[config.mk]
export PLATFORM = sky130hd
export DESIGN_NAME = dump_sequencer
export DESIGN_NICKNAME = d
export VERILOG_FILES = /design/src/rtl/dump_sequencer.sv
export SDC_FILE = /design/constraint.sdc
export NUM_CORES = 1
export LEC_CHECK = 0
export ABC_AREA = 1
export CELL_PAD_IN_SITES_DETAIL_PLACEMENT = 0
export CELL_PAD_IN_SITES_GLOBAL_PLACEMENT = 1
export CORE_MARGIN = 2
export CORE_UTILIZATION = 40
export CTS_CLUSTER_SIZE = 12
export DETAILED_ROUTE_END_ITERATION = 8
export GPL_TIMING_DRIVEN = 1
export PLACE_DENSITY_LB_ADDON = 0.1
export RECOVER_POWER = 50
export SYNTH_ARGS = -nofsm -noshare
export SYNTH_HDL_FRONTEND = slang
export SYNTH_SLANG_ARGS = --single-unit
[constraint.sdc]
create_clock -name clk -period 12.2 [get_ports clk]
set_clock_uncertainty 0.05 [all_clocks]
set_input_delay 1.83 -clock clk [delete_from_list [all_inputs] [get_ports clk]]
set_output_delay 1.83 -clock clk [all_outputs]
set_load 0.03 [all_outputs]
[src/rtl/dump_sequencer.sv]
// Channel dump sequencer: fetches the calibration offset and gain for the
// selected channel from the EEPROM over SPI, then reads the capture RAM
// oldest-first, corrects each sample and sends it out through the UART.
module dump_sequencer #(
  parameter int ENTRIES = 384,
  parameter int ADDR_W  = 9
) (
  input  logic              clk,
  input  logic              rst_n,
  input  logic              dump_i,
  input  logic [1:0]        dump_ch_i,
  input  logic [2:0]        ch1_AFEgain_i,
  input  logic [2:0]        ch2_AFEgain_i,
  input  logic [2:0]        ch3_AFEgain_i,
  input  logic [ADDR_W-1:0] trace_end_i,
  output logic              wrt_SPI_o,
  output logic [15:0]       SPI_data_o,
  output logic [2:0]        ss_o,
  input  logic              SPI_done_i,
  input  logic [7:0]        EEP_data_i,
  output logic              ram_ren_o,
  output logic [1:0]        ram_sel_o,
  output logic [ADDR_W-1:0] ram_raddr_o,
  input  logic [7:0]        ram_rdata_i,
  output logic [7:0]        tx_data_o,
  output logic              trmt_o,
  input  logic              tx_done_i,
  output logic              busy_o,
  output logic              dump_done_o
);

  // state   | meaning
  // IDLE    | waiting for a dump command
  // RD_OFF  | start EEPROM read of the calibration offset
  // WT_OFF  | wait for the offset byte
  // RD_GAIN | start EEPROM read of the calibration gain
  // WT_GAIN | wait for the gain byte
  // RD_RAM  | issue capture RAM read for the current address
  // CALC    | RAM data valid; register the corrected byte
  // TX      | start UART transmission of the corrected byte
  // WT_TX   | wait for UART completion, then next sample or finish
  // DONE    | one-cycle completion pulse
  // ERR_TX  | reserved channel requested; send the 0xEE error byte
  // ERR_WT  | wait for the error byte to complete
  typedef enum logic [3:0] {
    IDLE    = 4'd0,
    RD_OFF  = 4'd1,
    WT_OFF  = 4'd2,
    RD_GAIN = 4'd3,
    WT_GAIN = 4'd4,
    RD_RAM  = 4'd5,
    CALC    = 4'd6,
    TX      = 4'd7,
    WT_TX   = 4'd8,
    DONE    = 4'd9,
    ERR_TX  = 4'd10,
    ERR_WT  = 4'd11
  } state_t;

  localparam logic [ADDR_W-1:0] LAST_ADDR = ADDR_W'(ENTRIES - 1);
  localparam logic [ADDR_W-1:0] ONE       = ADDR_W'(1);
  localparam logic [2:0]        SS_EEP    = 3'b100;
  localparam logic [7:0]        ERR_BYTE  = 8'hEE;

  state_t            state_q, state_d;
  logic [1:0]        ch_q;
  logic [2:0]        afe_q;
  logic [7:0]        offset_q;
  logic [7:0]        gain_q;
  logic [ADDR_W-1:0] addr_q;
  logic [ADDR_W-1:0] cnt_q;
  logic [7:0]        tx_data_q;

  logic [2:0]        afe_sel;
  logic [ADDR_W-1:0] start_addr;
  logic [ADDR_W-1:0] next_addr;
  logic              cal_sel;
  logic [5:0]        eep_addr;
  logic signed [9:0] sum;
  logic [7:0]        clamped;
  logic [8:0]        scaled;
  logic [7:0]        corrected;

  // Pick the AFE gain of the requested channel; the reserved code never uses it.
  always_comb begin
    afe_sel = ch3_AFEgain_i;
    case (dump_ch_i)
      2'd0:    afe_sel = ch1_AFEgain_i;
      2'd1:    afe_sel = ch2_AFEgain_i;
      default: afe_sel = ch3_AFEgain_i;
    endcase
  end

  // Oldest sample sits just after the last written one; both addresses wrap.
  always_comb begin
    start_addr = (trace_end_i == LAST_ADDR) ? '0 : trace_end_i + ONE;
    next_addr  = (addr_q == LAST_ADDR) ? '0 : addr_q + ONE;
  end

  // EEPROM location: channel, gain setting, then offset(0)/gain(1) select.
  always_comb begin
    cal_sel  = (state_q == RD_GAIN) || (state_q == WT_GAIN);
    eep_addr = {ch_q, afe_q, cal_sel};
  end

  // Sample correction: add signed offset, clamp to a byte, scale by gain/128, saturate.
  always_comb begin
    sum = $signed({2'b00, ram_rdata_i}) + $signed({{2{offset_q[7]}}, offset_q});
    if (sum[9])
      clamped = 8'h00;
    else if (sum[8])
      clamped = 8'hFF;
    else
      clamped = sum[7:0];
    scaled    = 9'(({8'h00, clamped} * {8'h00, gain_q}) >> 7);
    corrected = scaled[8] ? 8'hFF : scaled[7:0];
  end

  // State register.
  always_ff @(posedge clk or negedge rst_n) begin
    if (!rst_n)
      state_q <= IDLE;
    else
      state_q <= state_d;
  end

  // Next-state logic.
  always_comb begin
    state_d = state_q;
    case (state_q)
      IDLE:    if (dump_i) state_d = (dump_ch_i == 2'd3) ? ERR_TX : RD_OFF;
      RD_OFF:  state_d = WT_OFF;
      WT_OFF:  if (SPI_done_i) state_d = RD_GAIN;
      RD_GAIN: state_d = WT_GAIN;
      WT_GAIN: if (SPI_done_i) state_d = RD_RAM;
      RD_RAM:  state_d = CALC;
      CALC:    state_d = TX;
      TX:      state_d = WT_TX;
      WT_TX:   if (tx_done_i) state_d = (cnt_q == LAST_ADDR) ? DONE : RD_RAM;
      DONE:    state_d = IDLE;
      ERR_TX:  state_d = ERR_WT;
      ERR_WT:  if (tx_done_i) state_d = DONE;
      default: state_d = IDLE;
    endcase
  end

  // Outputs decoded from the current state; SPI frame held through the wait state.
  always_comb begin
    wrt_SPI_o   = 1'b0;
    SPI_data_o  = 16'h0000;
    ss_o        = 3'b000;
    ram_ren_o   = 1'b0;
    ram_sel_o   = 2'b00;
    ram_raddr_o = '0;
    trmt_o      = 1'b0;
    dump_done_o = 1'b0;
    busy_o      = (state_q != IDLE);
    case (state_q)
      RD_OFF, RD_GAIN: begin
        wrt_SPI_o  = 1'b1;
        ss_o       = SS_EEP;
        SPI_data_o = {2'b00, eep_addr, 8'h00};
      end
      WT_OFF, WT_GAIN: begin
        ss_o       = SS_EEP;
        SPI_data_o = {2'b00, eep_addr, 8'h00};
      end
      RD_RAM: begin
        ram_ren_o   = 1'b1;
        ram_sel_o   = ch_q;
        ram_raddr_o = addr_q;
      end
      TX, ERR_TX: trmt_o      = 1'b1;
      DONE:       dump_done_o = 1'b1;
      default: ;
    endcase
  end

  assign tx_data_o = tx_data_q;

  // Dump context: channel, gain setting, calibration values, address and count.
  always_ff @(posedge clk or negedge rst_n) begin
    if (!rst_n) begin
      ch_q      <= 2'b00;
      afe_q     <= 3'b000;
      offset_q  <= 8'h00;
      gain_q    <= 8'h00;
      addr_q    <= '0;
      cnt_q     <= '0;
      tx_data_q <= 8'h00;
    end else begin
      case (state_q)
        IDLE: if (dump_i) begin
          ch_q   <= dump_ch_i;
          afe_q  <= afe_sel;
          addr_q <= start_addr;
          cnt_q  <= '0;
          if (dump_ch_i == 2'd3) tx_data_q <= ERR_BYTE;
        end
        WT_OFF:  if (SPI_done_i) offset_q <= EEP_data_i;
        WT_GAIN: if (SPI_done_i) gain_q   <= EEP_data_i;
        CALC:    tx_data_q <= corrected;
        WT_TX: if (tx_done_i && (cnt_q != LAST_ADDR)) begin
          cnt_q  <= cnt_q + ONE;
          addr_q <= next_addr;
        end
        default: ;
      endcase
    end
  end

endmodule

### Yosys cells after proc, flatten, opt, wreduce, memory -nomap -nowiden

Index checks and enable logic that the tools add are counted.

* mux-type cells: 31
* reduce and logical (&&, ||, !) cells: 16
* add/sub/neg operators: 4
* eq/ne operators: 24
* $mul: 1

Operators with widths (count)
* two-way mux 9 bit: 7
* case mux 4 bit (11 select lines): 1
* two-way mux 8 bit: 5
* case mux 9 bit (2 select lines): 2
* two-way mux 4 bit: 7
* adder 9 x 1 -> 9 bit, second input constant: 3
* equality test 9 bit, second input constant: 3
* equality test 4 x 3 -> 1 bit, second input constant: 4
* equality test 4 bit, second input constant: 4
* multiplier 8 x 8 -> 16 bit: 1
* case mux 8 bit (2 select lines): 1
* two-way mux 14 bit: 1
* inequality test 2 bit, second input constant: 7
* adder 9 x 8 -> 10 bit: 1
* inequality test 9 bit, second input constant: 1
* equality test 4 x 2 -> 1 bit, second input constant: 2
* case mux 3 bit (2 select lines): 1
* AND reduction 2 bit: 3
* AND reduction 3 bit: 2
* AND reduction 5 bit: 1
* equality test 4 x 1 -> 1 bit, second input constant: 1
* zero test 4 bit: 1
* two-way mux 1 bit: 4
* nonzero test 2 bit: 2
* 10 further kinds: 11

* bits of input ports: 41
* register bits after elaboration: 51
* word-level logic and storage cells: 84
* output and inout bits: 43

### Depth between registers and ports, before layout

Gate-level depths: netlist (run 1).

* depth after elaboration: 6
* mapped depth: 33
* gate-level depth less buffers: 32

### Worst setup path after synthesis (run 1)

OpenSTA, ideal clock, no wires.

* path type: input-to-reg
* start point: input ram_rdata_i[0]
* end point: register tx_data_q[0], in the netlist tx_data_o[0]
* required time: 12033 ps
* buffers on the path: 1
* arrival time: 7278 ps
* path slack: 4755 ps
* setup time: 117 ps
* stages on the path: 31
* path through: ha_1 > inv_1 > fa_1 > inv_1 > nand3_1 > nand2_1 > nand2_1 > nand2_1 > nand2_1 > and2_1 > clkbuf_1 > a21oi_1 > inv_1 > nor2_1 > fa_1 > fa_1 > fa_1 > inv_1 > fa_1 > inv_1 > ha_1 > a21oi_1 > nor2_1 > nor2_1 > o21ai_0 > a311oi_1 > nand3_1 > nand2_4 > nand2_1 > nand2_1 > nand2_1

* word-level cells in the longest chain between the ends: 6

RTL lines
* start, declared: RTL line 24 `input logic [7:0] ram_rdata_i,`
* adder 9 x 8 -> 10 bit (*): RTL line 108 `sum = $signed({2'b00, ram_rdata_i}) + $signed({{2{offset_q[7]}}, offset_q});`
* two-way mux 8 bit: RTL line 111 `else if (sum[8])`
* two-way mux 8 bit (*): RTL line 109 `if (sum[9])`
* multiplier 8 x 8 -> 16 bit (*): RTL line 115 `scaled = 9'(({8'h00, clamped} * {8'h00, gain_q}) >> 7);`
* two-way mux 8 bit (*): RTL line 116 `corrected = scaled[8] ? 8'hFF : scaled[7:0];`
* case mux 8 bit (2 select lines) (*): RTL line 192 `case (state_q)`
* end signal, assigned: RTL line 202 `CALC: tx_data_q <= corrected;`
* end, declared: RTL line 72 `logic [7:0] tx_data_q;`

Every way passes the cells marked *; elsewhere a longest branch is shown, timed or not.
A chain may end at the register's enable or synchronous reset.

### Worst setup path after layout (run 1)

* start point: input ram_rdata_i[0]
* end point: register tx_data_q[4], in the netlist tx_data_o[4]

Same word-level chain as after synthesis.

==> results of run 1 <==
## flip-flops by register name (all words and copies together), names as in the netlist
| name | count |
|---|---|
| ch_q | 2 |
| afe_q | 3 |
| cnt_q | 9 |
| gain_q | 8 |
| state_q | 4 |
| offset_q | 8 |
| addr_q | 9 |
| tx_data_o | 8 |
## cell families after synthesis
family | Yosys count | share of synthesized area
other | 1 | 0.000701
XOR/XNOR | 14 | 0.0229
multiplexers | 6 | 0.0126
flip-flops | 51 | 0.239
AND/OR/NAND/NOR | 330 | 0.271
adder cells (fa/ha/maj) | 81 | 0.240
buffers and inverters | 147 | 0.112
AO/OA/AOI/OAI | 98 | 0.102
## cells in the mapped netlist, drive strengths merged
master / number / area (um^2)
o21bai: 1 / 7.51
a221oi: 1 / 8.76
a22oi: 2 / 15.0
mux2: 6 / 67.6
buf: 13 / 95.1
o32ai: 1 / 8.76
xnor2: 4 / 35.0
conb: 1 / 3.75
o21ai: 37 / 185
a31oi: 5 / 31.3
fa: 36 / 721
o21a: 3 / 22.5
dfrtp: 51 / 1280
a311oi: 1 / 8.76
a21oi: 39 / 203
nor4: 3 / 33.8
a2111oi: 2 / 17.5
ha: 45 / 563
nand4: 4 / 25.0
o22ai: 6 / 37.5
nor2: 132 / 513
or2: 2 / 12.5
nor3b: 1 / 7.51
clkbuf: 5 / 18.8
nand3: 36 / 200
nor3: 15 / 80.1
inv: 129 / 484
and3: 1 / 6.26
and2: 1 / 6.26
nand2: 134 / 558
xor2: 10 / 87.6
nand3b: 1 / 7.51
## worst reg2reg max path: cells and delay by family, from the launching register on
family / cells / cell delay [ps]
adder cells (fa/ha/maj): 7 / 2960
AND/OR/NAND/NOR: 14 / 1560
AO/OA/AOI/OAI: 4 / 1010
buffers and inverters: 5 / 420
flip-flops: 1 / 340
## routing by layer
metal	part of all wire	vias up
met1	0.46	2245
met2	0.48	89
met4	0.027	0
li1	-	2426
met5	0	-
met3	0.035	25
## final timing paths
check,startpoint,end,cells past startpoint
max,ram_rdata_i[0],tx_data_o[4],31
min,tx_data_o[0],tx_data_o[0],2
max reg2reg,offset_q[0],tx_data_o[4],30
min reg2reg,tx_data_o[0],tx_data_o[0],2
max in group asynchronous,rst_n,offset_q[1],2
min in group asynchronous,rst_n,addr_q[5],2
## stage by stage
| stage | instance area (um^2) | util | setup slack (ps) |
|---|---|---|---|
| floorplan | 5390 | - | 4760 |
| global route | 6350 | 0.483 | 3580 |
| finish | 6350 | 0.483 | 4080 |
| CTS | 6360 | 0.484 | 4110 |
| detailed placement | 6210 | 0.473 | 3810 |
| global placement | 6210 | 0.473 | 3960 |
## layout make-up
| type | instances | area (um^2) | share of cell area |
|---|---|---|---|
| well taps | 176 | 220 | 0.0347 |
| clock buffers | 5 | 125 | 0.0197 |
| repair buffers | 72 | 709 | 0.112 |
| inverters | 129 | 484 | 0.0763 |
| clock inverters | 3 | 23.8 | 0.00375 |
| multi-input cells | 541 | 3510 | 0.553 |
| flip-flops and latches | 51 | 1280 | 0.201 |
==> qor.yml, run 1 <==
use_met2: 0.350
maxSlewHeadroom: -0.899
crit_family: "adder cells"
grtUsageMet1: 0.262
n_fill_cell: 1375
viasPerCell: 4.90
ys_seq_area_frac: 0.239
n_antenna_cell: 0
dp_cells: 969
dr_total_vias: 4785
synth_cell_types: 43
syn_to_final_growth_pct: 18.7
overflow: 0
portBuffers: 71
cts-root-buf: "clkbuf_16"
layout_min_cycle_time_ps: 8120
use_met3: 0.0375
fin_hold_ws_ps: 438
setup_violations: 0
drive_gt1_frac: 0.0574
layout.nets: 922
fp.dieH_um: 120
post_cts_buffers: 0
required_ps: 12340
tightest_slew_ps: 2850
grt_pass1_wl_um: 23900
die_x_um: 120
clk_pin_slew_ps: 70
path_buf_inv: 6
ant_nets: 0
cts_hold_buf: 0
avgRoutedWirePerCell_um: 13.8
drtPass1Iterations: 4
worst_path_max_delay_cell: "fa_1"
slew_violations: 52
ys_warn_count: 0
layout_common_cells: "nor2_1, inv_1, nand2_1"
syn-instance-count: 728
htreeDepth: 2
rsz0062_at_grt: "no"
crit_path_end_kind: "register"
syn_area_mm2: 0.00535
stdcell_count: 977
arrival_ps: 8260
cts_buffer_depth: 2
coreArea_mm2: 0.0131
cpPeakStageDelay_ps: 550
ys_seq_elements: 51
top_level_ports: 84
critPathMaxFanout: 6
violations: "max-capacitance violations, max-slew violations"
layout_commonest_cell: "nor2_1"
final_hold_viol_count: 0
drtIter0Drc: 203
cts_buffers: 5
busiest_layer: "met2"
layout_worst_path_cycle_share: 0.666
outcome: "finished, violations left"
antenna_found_initial: 0
grt_util_all_layers: 0.205
crit_type: "in2reg"
avgSynthCellArea_um2: 7.35
cts_resized: 0
dp_hpwl_um: 11100
cp-start-kind: "input pin"
dieArea_mm2: 0.0143
drt-total-wl_um: 13500
gp_congestion: 0.885
insertion_delay_ps: 310
clock.fmax_mhz: 123
cts_tree: "done"
drv_cap: 1
crit_top_cell: "nand2_1"
grt_max_degree: 52
hold_path.class: "reg2reg"
rows: 42
numClockSinks: 51
r2r_slack_ps: 5730
drc: 0
start_util: 0.407
grt_pass1_vias: 5076
timing.setup.tns_ps: 0
Power of run 1 is not shown: default switching activity piles up to over one toggle a cycle in this logic, so the estimate is an artifact.
==> run 2, diff against run 1 <==
CORE_UTILIZATION = 36   (was 40)
clock period = 7.2 ns   (was 12.2 ns; I/O delays follow)
==> run 2 against run 1 <==
Net effect:
- critical endpoint is now tx_data_o[0]
- highest routed layer unchanged
- the flow still finishes with violations (max-capacitance violations, max-slew violations)
- first-iteration DRC count down 21%
- final cell count up 2.0%
- critical path type unchanged
- sequential cell count unchanged
- core utilization down 3.5 points
- critical path depth unchanged
==> qor.yml, run 2 (synthesis gave the netlist of run 1 again) <==
arrival_ps: 6930
drtPass1Iterations: 4
critPathMaxFanout: 6
drive_gt1_frac: 0.0935
hold_path_end: "afe_q[2]"
portBuffers: 71
clock.fmax_mhz: 148
drv_cap: 1
drc: 0
worst_path_max_delay_cell: "fa_1"
ant_nets: 0
fin_hold_ws_ps: 446
cts-root-buf: "clkbuf_16"
rr_worst_depth: 30
multi_input_area_mm2: 0.00357
n_fill_cell: 1539
regArea_mm2: 0.00128
outcome: "finished, violations left"
top_level_ports: 84
dp_cells: 989
layout_commonest_cell: "nor2_1"
layout_min_cycle_time_ps: 6780
layout.nets: 934
layout_worst_path_cycle_share: 0.941
clk_pin_slew_ps: 80
dp_hpwl_um: 11500
rows: 44
cts_buffer_depth: 2
violations: "max-capacitance violations, max-slew violations"
stdcell_count: 997
viasPerCell: 4.90
placed_cell_area_mm2: 0.00631
top_regs: "addr_q: 9 flops, cnt_q: 9 flops"
layout_common_cells: "nor2_1, inv_1, nand2_1"
setup_violations: 0
antenna_found_initial: 0
r2r-start: "offset_q[0]"
final_hold_viol_count: 0
min_path_cells: 1
insertion_delay_ps: 300
grt_max_degree: 52
slew_violations: 52
required_ps: 7350
die_x_um: 126
n_antenna_cell: 0
grt_util_all_layers: 0.182
hold_path.class: "reg2reg"
cp-start-kind: "input pin"
cpPeakStageDelay_ps: 570
post_cts_buffers: 0
finish.utilization: 0.448
maxSlewHeadroom: -0.954
avgRoutedWirePerCell_um: 14.0
drtIter0Drc: 161
htreeDepth: 2
min-delay-start: "afe_q[2]"
grt_pass1_vias: 4963
grt_pass1_wl_um: 23700
dr_total_vias: 4887
overflow: 0
fp.dieH_um: 126
tightest_slew_ps: 2930
drt-total-wl_um: 13900
numClockSinks: 51
r2r_slack_ps: 1300
r2r-end: "tx_data_o[0]"
final_area_mm2: 0.00651
crit_path_end_kind: "register"
coreArea_mm2: 0.0145
cts_tree: "done"
cts_buffers: 5
dieArea_mm2: 0.0158
syn_to_final_growth_pct: 21.7
crit_type: "in2reg"
gp_congestion: 0.917
start_util: 0.368
run 2: area by class of cell:
cell class / count / share of cell area
tap: 184 / 0.0354
inverter: 129 / 0.0744
sequential: 51 / 0.196
timing repair buffer: 84 / 0.123
clock inverter: 3 / 0.00365
multi-input combinational: 541 / 0.548
clock buffer: 5 / 0.0192
run 2: timing repair:
item / 4_1_cts / 5_1_grt
endpoints found under the setup margin: 0 / 8
hold buffers: 0 / 0
endpoints found under the hold margin: 0 / 0
resized for setup: 0 / 19
run 2: per-layer routing:
layer / vias to the layer above / global-route usage / part of all wire
met4: 0 / 0.0472 / 0.017
li1: 2450 / - / -
met3: 16 / 0.0268 / 0.031
met5: - / 0 / 0
met1: 2336 / 0.242 / 0.47
met2: 85 / 0.310 / 0.48
run 2: worst max-delay path, delay by kind of cell:
family | cells | cell delay (ps)
AND/OR/NAND/NOR | 14 | 1420
adder cells (fa/ha/maj) | 7 | 3010
buffers and inverters | 7 | 1000
AO/OA/AOI/OAI | 3 | 400
run 2: worst max path at each step:
stage              startpoint           end  slack (ps)  cells after the start
5_1_grt        ram_rdata_i[0]  tx_data_o[0]         -10                     31
6_report       ram_rdata_i[0]  tx_data_o[0]         420                     31
3_3_place_gp   ram_rdata_i[0]  tx_data_o[0]          30                     32
2_1_floorplan  ram_rdata_i[0]  tx_data_o[0]         510                     31
3_5_place_dp   ram_rdata_i[0]  tx_data_o[0]          -8                     31
4_1_cts        ram_rdata_i[0]  tx_data_o[0]         300                     31
run 2: per-stage QoR:
step	worst slack, ps	setup TNS [ps]
detailed placement	-8.14	-8.14
CTS	301	0
finish	421	0
global route	-11.1	-11.1
floorplan	505	0
global placement	28.6	0
Power of run 2 is left out for the same reason.
==> run 3, diff against run 2 <==
GPL_ROUTABILITY_DRIVEN = 0   (was not set)
==> results of run 3 <==
No change in the layout: final DEF, timing and power equal those of run 2.
Power of run 3 is left out for the same reason.
